$ cat src/rtl/ptch_fusion_pkg.sv
// rtl/ptch_fusion_pkg.sv - shared state type and default constants for the pitch fusion filter
package ptch_fusion_pkg;

    typedef enum logic [1:0] {
        ST_CAL  = 2'd0,
        ST_SEED = 2'd1,
        ST_RUN  = 2'd2
    } state_t;

    localparam int          FUSE_STEP_DFLT     = 1024;
    localparam int          ACC_GAIN_DFLT      = 327;
    localparam int          ACC_SHIFT_DFLT     = 13;
    localparam logic [15:0] AZ_OFFSET_DFLT     = 16'h00A0;
    localparam logic [15:0] RT_OFFSET_RST_DFLT = 16'h0050;

endpackage

$ cat src/rtl/ptch_fusion_filter_rate_offset_cal.sv
// rtl/ptch_fusion_filter_rate_offset_cal.sv - averages 2^CAL_LOG2 gyro samples into the rate offset
//
// Ports:
//   clk, rst_n  clock, asynchronous active-low reset
//   vld         sample strobe (only asserted by the parent while calibrating)
//   ptch_rt     signed gyro rate sample
//   clr         restart the average; a vld in the same cycle is discarded
//   done        combinational pulse on the sample that completes the average
//   rt_offset   learned offset, RT_OFFSET_RST until the first average completes
module rate_offset_cal #(
    parameter int             W             = 16,
    parameter int             CAL_LOG2      = 4,
    parameter logic [W-1:0]   RT_OFFSET_RST = '0
) (
    input  logic         clk,
    input  logic         rst_n,
    input  logic         vld,
    input  logic [W-1:0] ptch_rt,
    input  logic         clr,
    output logic         done,
    output logic [W-1:0] rt_offset
);

    logic [CAL_LOG2-1:0]          cnt;
    logic signed [W+CAL_LOG2-1:0] cal_acc;
    logic signed [W+CAL_LOG2-1:0] acc_nxt;

    // The accumulator is wide enough for 2^CAL_LOG2 full-scale samples.
    assign acc_nxt = cal_acc + $signed({{CAL_LOG2{ptch_rt[W-1]}}, ptch_rt});

    // cnt counts completed samples; the all-ones value means this vld is the last.
    assign done = vld && !clr && (&cnt);

    always_ff @(posedge clk or negedge rst_n) begin
        if (!rst_n) begin
            cnt       <= '0;
            cal_acc   <= '0;
            rt_offset <= RT_OFFSET_RST;
        end else if (clr) begin
            cnt     <= '0;
            cal_acc <= '0;
        end else if (vld) begin
            if (&cnt) begin
                // Arithmetic shift floors the average toward minus infinity.
                rt_offset <= W'(acc_nxt >>> CAL_LOG2);
                cnt       <= '0;
                cal_acc   <= '0;
            end else begin
                cnt     <= cnt + 1'b1;
                cal_acc <= acc_nxt;
            end
        end
    end

endmodule

$ cat src/rtl/ptch_fusion_filter.sv
// rtl/ptch_fusion_filter.sv - complementary pitch filter with self-calibrating gyro offset
//
// Ports:
//   clk, rst_n  clock, asynchronous active-low reset
//   vld         new sample strobe
//   ptch_rt     signed gyro pitch rate
//   AZ          signed accelerometer Z
//   cal_req     level request to (re)calibrate the gyro offset
//   ptch        signed fused pitch (integer part of the integrator)
//   ptch_vld    one-cycle pulse after each seed/run update
//   cal_busy    high while calibrating or waiting to seed
//   rt_offset   current learned gyro offset
module ptch_fusion_filter
    import ptch_fusion_pkg::*;
#(
    parameter int           W             = 16,
    parameter int           INT_FRAC      = 11,
    parameter int           FUSE_STEP     = FUSE_STEP_DFLT,
    parameter int           ACC_GAIN      = ACC_GAIN_DFLT,
    parameter int           ACC_SHIFT     = ACC_SHIFT_DFLT,
    parameter logic [W-1:0] AZ_OFFSET     = W'(AZ_OFFSET_DFLT),
    parameter logic [W-1:0] RT_OFFSET_RST = W'(RT_OFFSET_RST_DFLT),
    parameter int           CAL_LOG2      = 4
) (
    input  logic         clk,
    input  logic         rst_n,
    input  logic         vld,
    input  logic [W-1:0] ptch_rt,
    input  logic [W-1:0] AZ,
    input  logic         cal_req,
    output logic [W-1:0] ptch,
    output logic         ptch_vld,
    output logic         cal_busy,
    output logic [W-1:0] rt_offset
);

    localparam int IW = W + INT_FRAC;

    // Integrator limits expressed in the two-bit-wider sum domain.
    localparam logic signed [IW+1:0] SAT_MAX  = {3'b000, {(IW-1){1'b1}}};
    localparam logic signed [IW+1:0] SAT_MIN  = {3'b111, {(IW-1){1'b0}}};
    localparam logic signed [IW+1:0] FUSE_POS = (IW+2)'(FUSE_STEP);
    localparam logic signed [IW+1:0] FUSE_NEG = -FUSE_POS;
    localparam logic [2*W+1:0]       GAIN_X   = (2*W+2)'(ACC_GAIN);

    state_t state, state_nxt;

    logic                   cal_done;
    logic                   upd_seed;
    logic                   upd_run;
    logic signed [W:0]      az_c;
    logic signed [2*W+1:0]  acc_prod;
    logic signed [W-1:0]    ptch_acc;
    logic signed [W:0]      rt_c;
    logic                   fuse_up;
    logic signed [IW-1:0]   integ;
    logic signed [IW+1:0]   sum;
    logic signed [IW-1:0]   sum_sat;

    // Accelerometer pitch: both operands are sign-extended to the full product
    // width, so the low bits of the unsigned product are the signed product.
    assign az_c     = $signed({AZ[W-1], AZ}) - $signed({AZ_OFFSET[W-1], AZ_OFFSET});
    assign acc_prod = $signed({{(W+1){az_c[W]}}, az_c} * GAIN_X);
    assign ptch_acc = W'(acc_prod >>> ACC_SHIFT);

    // One extra bit keeps the offset-corrected rate from wrapping.
    assign rt_c = $signed({ptch_rt[W-1], ptch_rt}) - $signed({rt_offset[W-1], rt_offset});

    assign ptch    = integ[IW-1:INT_FRAC];
    assign fuse_up = ptch_acc > $signed(ptch);

    assign sum = $signed({{2{integ[IW-1]}}, integ})
               - $signed({{(IW+1-W){rt_c[W]}}, rt_c})
               + (fuse_up ? FUSE_POS : FUSE_NEG);

    always_comb begin
        sum_sat = sum[IW-1:0];
        if (sum > SAT_MAX) begin
            sum_sat = SAT_MAX[IW-1:0];
        end else if (sum < SAT_MIN) begin
            sum_sat = SAT_MIN[IW-1:0];
        end
    end

    rate_offset_cal #(
        .W             (W),
        .CAL_LOG2      (CAL_LOG2),
        .RT_OFFSET_RST (RT_OFFSET_RST)
    ) u_cal (
        .clk       (clk),
        .rst_n     (rst_n),
        .vld       (vld && (state == ST_CAL)),
        .ptch_rt   (ptch_rt),
        .clr       (cal_req),
        .done      (cal_done),
        .rt_offset (rt_offset)
    );

    always_comb begin
        state_nxt = state;
        upd_seed  = 1'b0;
        upd_run   = 1'b0;
        case (state)
            ST_CAL: begin
                if (cal_done) begin
                    state_nxt = ST_SEED;
                end
            end
            ST_SEED: begin
                if (cal_req) begin
                    state_nxt = ST_CAL;
                end else if (vld) begin
                    upd_seed  = 1'b1;
                    state_nxt = ST_RUN;
                end
            end
            ST_RUN: begin
                if (cal_req) begin
                    state_nxt = ST_CAL;
                end else if (vld) begin
                    upd_run = 1'b1;
                end
            end
            default: state_nxt = ST_CAL;
        endcase
    end

    assign cal_busy = (state != ST_RUN);

    always_ff @(posedge clk or negedge rst_n) begin
        if (!rst_n) begin
            state    <= ST_CAL;
            integ    <= '0;
            ptch_vld <= 1'b0;
        end else begin
            state    <= state_nxt;
            ptch_vld <= upd_seed || upd_run;
            if (upd_seed) begin
                integ <= {ptch_acc, {INT_FRAC{1'b0}}};
            end else if (upd_run) begin
                integ <= sum_sat;
            end
        end
    end

endmodule

$ cat config.mk
export PLATFORM = sky130hd
export DESIGN_NAME = ptch_fusion_filter
export DESIGN_NICKNAME = d
export VERILOG_FILES = /design/src/rtl/ptch_fusion_pkg.sv /design/src/rtl/ptch_fusion_filter_rate_offset_cal.sv /design/src/rtl/ptch_fusion_filter.sv
export SDC_FILE = /design/constraint.sdc
export NUM_CORES = 1
export LEC_CHECK = 0
export CAP_MARGIN = 20
export CORE_ASPECT_RATIO = 0.5
export CORE_MARGIN = 10
export CORE_UTILIZATION = 50
export DETAILED_ROUTE_END_ITERATION = 8
export GPL_TIMING_DRIVEN = 0
export PLACE_DENSITY = 0.69
export SLEW_MARGIN = 10
export SYNTH_ARGS = -nofsm -noshare
export SYNTH_HDL_FRONTEND = slang
export SYNTH_SLANG_ARGS = --single-unit
$ cat constraint.sdc
create_clock -name clk -period 5.1 [get_ports clk]
set_input_delay 1.02 -clock clk [delete_from_list [all_inputs] [get_ports clk]]
set_output_delay 1.02 -clock clk [all_outputs]
set_load 0.02 [all_outputs]
Word level (Yosys, flattened, before mapping)
Cells that the tools add are included.
{"block": "word_totals", "regBits": 70, "input_bits": 36, "output_inout_bits": 34, "elab_cells": 54}
{"block": "classes", "addsub": 6, "n_mul": 1, "n_lt_le_gt_ge": 3, "eq_ne": 6, "n_mux": 20, "n_bitwise": 1, "n_reduce_logical": 11}
{"op": "$mux W27", "count": 4}
{"op": "$mux W20", "count": 3}
{"op": "$add A28 B29 Y29", "count": 1}
{"op": "$gt A29 B27 Y1 const B", "count": 1}
{"op": "$lt A29 B27 Y1 const B", "count": 1}
{"op": "$mux W29", "count": 1}
{"op": "$sub A27 B17 Y28", "count": 1}
{"op": "$mul A17 B10 Y27 const B", "count": 1}
{"op": "$add A20 B16 Y20", "count": 1}
{"op": "$sub A16 B16 Y17", "count": 1}
{"op": "$sub A16 B9 Y17 const B", "count": 1}
{"op": "$gt A14 B16 Y1", "count": 1}
{"op": "$mux W4", "count": 3}
{"op": "$mux W2", "count": 4}
{"op": "$ne A2 B2 Y1 const B", "count": 3}
{"op": "$pmux W2 S3", "count": 1}
{"op": "$reduce_and A6 Y1", "count": 1}
{"op": "$add A4 B1 Y4 const B", "count": 1}
{"op": "$mux W1", "count": 4}
{"op": "$reduce_and A4 Y1", "count": 1}
{"op": "$reduce_bool A2 Y1", "count": 2}
{"op": "$logic_and A1 B1 Y1", "count": 3}
{"op": "$ne A3 B3 Y1 const B", "count": 1}
{"op": "$reduce_and A3 Y1", "count": 1}
{"op": "6 further kinds", "count": 6}

Depth between registers and ports, before layout
{"block": "logic_depth", "depth_word": 10, "mapped_depth": 50, "ltp_nobuf": 45}

Hierarchy
Synthesis repeated with hierarchy kept, for this count alone.
{"block": "hier_totals", "cells_unflattened": 1137, "hier_area_um2": 10273.6}
{"module": "ptch_fusion_filter", "n_inst": 1, "cells_each": 903, "area_per_inst_um2": 7782.5, "seq_area_each_um2": 750.7}
{"module": "rate_offset_cal", "n_inst": 1, "cells_each": 234, "area_per_inst_um2": 2491.1, "seq_area_each_um2": 1003.5}

Worst setup path after synthesis
No wires, ideal clock.
{"block": "synth_path", "path_type": "input to register", "from": "in AZ[6]", "to": "reg integ[11]", "setup_ns": 0.131, "arrival_ns": 11.089, "t_required_ns": 4.969, "setup_slack_ns": -6.120, "stages": 46, "n_path_buf": 5, "path_cell_list": "o21ai_0 > nand2_1 > or3_1 > nor2_1 > nor2_1 > inv_1 > ha_1 > ha_1 > fa_1 > fa_1 > inv_1 > fa_1 > inv_1 > ha_1 > and3_1 > a211oi_4 > nor2b_1 > a311o_1 > [... 10 more ...] > clkbuf_1 > clkbuf_1 > a21oi_1 > fa_1 > inv_1 > ha_1 > clkbuf_1 > a21o_1 > a21o_1 > a21oi_1 > o21ai_0 > a31o_1 > o31a_2 > nand2b_4 > buf_6 > buf_6 > a31oi_1 > o22ai_1"}
{"block": "synth_via", "elab_chain_cells": 10, "word_cells_on_any_way": 11, "cone_classes": "2 x add/sub; 1 x mul; 3 x order compare; 5 x mux"}
{"element": "from (decl)", "line": "ptch_fusion_filter.sv:29", "text": "input logic [W-1:0] AZ,"}
{"element": "$sub A16 B9 Y17 *", "line": "ptch_fusion_filter.sv:62", "text": "assign az_c = $signed({AZ[W-1], AZ}) - $signed({AZ_OFFSET[W-1], AZ_OFFSET});"}
{"element": "$mul A17 B10 Y27 *", "line": "ptch_fusion_filter.sv:63", "text": "assign acc_prod = $signed({{(W+1){az_c[W]}}, az_c} * GAIN_X);"}
{"element": "$gt A14 B16 Y1", "line": "ptch_fusion_filter.sv:70", "text": "assign fuse_up = ptch_acc > $signed(ptch);"}
{"element": "$mux W29", "line": "ptch_fusion_filter.sv:74", "text": "+ (fuse_up ? FUSE_POS : FUSE_NEG);"}
{"element": "$add A28 B29 Y29", "line": "ptch_fusion_filter.sv:74"}
{"element": "$lt A29 B27 Y1", "line": "ptch_fusion_filter.sv:80", "text": "end else if (sum < SAT_MIN) begin"}
{"element": "$mux W27", "line": "ptch_fusion_filter.sv:80"}
{"element": "$mux W27", "line": "ptch_fusion_filter.sv:78", "text": "if (sum > SAT_MAX) begin"}
{"element": "$mux W27", "line": "ptch_fusion_filter.sv:140", "text": "end else if (upd_run) begin"}
{"element": "$mux W27 *", "line": "ptch_fusion_filter.sv:138", "text": "if (upd_seed) begin"}
{"element": "to (signal assigned)", "line": "ptch_fusion_filter.sv:139", "text": "integ <= {ptch_acc, {INT_FRAC{1'b0}}};"}
{"element": "to (signal assigned)", "line": "ptch_fusion_filter.sv:141", "text": "integ <= sum_sat;"}
{"element": "to (decl)", "line": "ptch_fusion_filter.sv:56", "text": "logic signed [IW-1:0] integ;"}
Mark *: on every way between the ends. The rest lies on a longest branch, timed or not. The select of a mux whose other input is x is not followed.
A chain may end at the register's enable or synchronous reset.

Worst setup path in the final report
{"block": "layout_path", "from": "in AZ[5]", "to": "reg integ[14]"}
The elaborated chain is that of the path after synthesis.

==> flow_summary.ini <==
[synthesis]
synth_area_per_cell_um2 = 8.80
ys_seq_area_share_pct = 17.4
synthCells = 1145
synth_enable_flop_cells = 0
ys_seq_elements = 70
yosys_warnings = 0
syn_nets = 1424
async_flop_share_pct = 100
ys.flop_type = dfrtp_1
synth_area_um2 = 10100
synth.distinct_cells = 72

[setup_path]
cpMaxStageDelayCell = fa_1
path_delay_family = adder cells
worstPathArrival_ns = 10.46
startpoint_type = input pin
r2r_start = integ[12]
max_stage_delay_ns = 0.52
crit_top_cell = ha_4
r2r_cells = 28
required_ns = 5.35
path_buf_inv = 12
worst_setup_path_end_kind = register
path_max_fanout = 8
rrSetupSlack_ns = -0.49
r2r-end = integ[14]
criticalPathCategory = in2reg

[layout]
area_growth_pct = 34.5
n_antenna_cell = 0
final_common_cell = inv_1
layout_common_cells = inv_1 (191), ha_1 (139), buf_4 (84)
fin_util_pct = 69.0
final_nets = 1581
filler_cell_count = 1497
drive_above_1_share_pct = 24.2

[sta]
fin_skew_ns = 0.00669
rsz0062_at_grt = true
max_freq_ghz = 0.0980
hold_viol = 0
slew_headroom_pct = 40.3
finalWorstSetupSlack_ns = -5.11
setup-tns-final_ns = -135.85
post-route-min-period_ns = 10.21
post-route-period-util_pct = 200
worstMarginPinSlew_ns = 0.895
finalSetupViolCount = 27
slew_viol_final = 0

[detailed_routing]
routed_wirelength_um = 27800
drc = 0
firstDrtPassIters = 5
postRouteAntennaNets = 0
wl_per_cell_um = 17.7
initialDrtViolationCount = 579
vias_per_cell = 5.61
vias = 8825

[global_routing]
grt_usage_pct = 20.8
antenna_found_initial = 0
grt_pass1_vias = 9074
grt_max_degree = 63
grt_pass1_wl_um = 45300
overflow = 0

[clock_tree]
clk_latency_ns = 0.34
cts.root.buffer_cell = clkbuf_16
cts_buffers = 9
cts_tree = yes
clk_pin_slew_worst_paths_ns = 0.06
cts_max_level = 3
cts_max_path_buffers = 2
cts.sinks = 70

[worst_hold_path]
min_from = state[1]
worstHoldPathType = reg2reg
whs_path_depth = 1
holdPathEnd = state[0]

[outcome]
outcome = finished with violations
violations = setup timing

[die]
num_rows = 36
design.core.area_um2 = 19600
start_util_pct = 51.3
fp.dieW_um = 221
die_area_um2 = 26600
pin_count = 70
die_h_um = 120

[placed_design]
portBuffers = 68
place.gp.congestion = 0.890
dp.final_hpwl_um = 20200

[run]
max_cap_viol_count = 0
[through the flow]
step	worst slack (ns)	area, um2	hold WS, ns	instances
2_1_floorplan	-5.00	10600	0.447	1145
3_3_place_gp	-7.17	11700	0.457	1479
3_5_place_dp	-7.27	11700	0.482	1480
4_1_cts	-4.94	13200	0.492	1559
5_1_grt	-5.47	13600	0.518	1573
6_report	-5.11	13600	0.488	1573
[Yosys cell counts (4+ instances only)]
| cell type | n | area share [%] |
|---|---|---|
| a221o_1 | 5 | 0.50 |
| nand3_1 | 15 | 0.75 |
| a22o_1 | 19 | 1.7 |
| or2_2 | 4 | 0.25 |
| o21a_1 | 14 | 1.0 |
| a21oi_1 | 77 | 3.8 |
| xnor2_1 | 66 | 5.7 |
| nor2_1 | 62 | 2.3 |
| a21o_1 | 14 | 1.0 |
| buf_4 | 16 | 1.2 |
| o211ai_1 | 9 | 0.67 |
| o22ai_1 | 8 | 0.50 |
| ha_1 | 170 | 21 |
| a211oi_1 | 7 | 0.52 |
| nand3b_1 | 4 | 0.30 |
| fa_1 | 73 | 15 |
| mux2_2 | 5 | 0.56 |
| nand4_1 | 8 | 0.50 |
| nor3_1 | 18 | 0.89 |
| a31oi_1 | 6 | 0.37 |
| clkbuf_1 | 21 | 0.78 |
| nand2_1 | 51 | 1.9 |
| and2_1 | 10 | 0.62 |
| dfrtp_1 | 68 | 17 |
| o21ai_0 | 52 | 2.6 |
| and3_1 | 11 | 0.68 |
| xor2_1 | 25 | 2.2 |
| inv_1 | 206 | 7.7 |
| nand2b_1 | 12 | 0.75 |
| buf_2 | 4 | 0.20 |
| or3_1 | 7 | 0.43 |
| nor2b_1 | 16 | 0.99 |
[worst register-to-register path: cells and delay by family, from the launching register on]
kind,cells,cell delay [ns]
AOI/OAI and AO/OA,14,2.58
buffers and inverters,6,0.84
xor gates and xnor gates,1,0.07
DFF,1,0.41
adders and majority gates,3,1.15
and+or+nand+nor,4,0.48
[final cells by class]
class                           instances  area, um2  area share, %
Buffer                                 40        343           2.53
Clock buffer                           10        229           1.69
Clock inverter                          6       86.3          0.637
Inverter                              207        798           5.89
Multi-Input combinational cell        826       8600           63.5
Sequential cell                        70       1750           12.9
Tap cell                              266        333           2.46
Timing Repair Buffer                  148       1410           10.4
[routing by layer]
metal	vias to the layer above	global-route usage, %	wire length, um
met5	-	0	0
met4	0	6.89	1080
met3	79	3.24	1620
met2	304	35.7	13300
met1	4262	26.4	11900
li1	4180	-	-
[how the worst max path moves through the flow]
stage,slack [ns],startpoint,depth (start not counted),end
2_1_floorplan,-5.00,AZ[5],48,integ[11]
3_3_place_gp,-7.17,AZ[5],48,integ[11]
3_5_place_dp,-7.27,AZ[5],48,integ[11]
4_1_cts,-4.94,AZ[5],49,integ[24]
5_1_grt,-5.47,AZ[6],46,integ[11]
6_report,-5.11,AZ[5],48,integ[14]
[sequential cells by signal, indices dropped and copies added, names as in the netlist]
signal,flops
u_cal.rt_offset,16
u_cal.cal_acc,20
integ,27
ptch_vld,1
state,2
u_cal.cnt,4
[kinds of logic (layout without fill, tap and decap cells)]
| kind of cell | Yosys count | count (layout) | share of synthesized area (%) |
|---|---|---|---|
| and+or+nand+nor | 228 | 228 | 11.3 |
| adders and majority gates | 243 | 243 | 35.6 |
| xor gates and xnor gates | 91 | 91 | 7.91 |
| DFF | 70 | 70 | 17.4 |
| buffers and inverters | 250 | 411 | 10.1 |
| AOI/OAI and AO/OA | 255 | 256 | 16.8 |
| muxes | 8 | 8 | 0.857 |
[timing repair]
action | in CTS | in global routing
endpoints found under the hold margin | 0 | 0
setup endpoints to repair | 27 | 27
setup buffers | 61 | 13
pin swaps | 90 | 30
gates cloned | 4 | 2
hold buffers | 0 | 0
gates resized for setup | 152 | 49
Power is left out: the tool's default activity adds up to more than one toggle a clock period on the data nets, which glitch-free logic cannot reach.
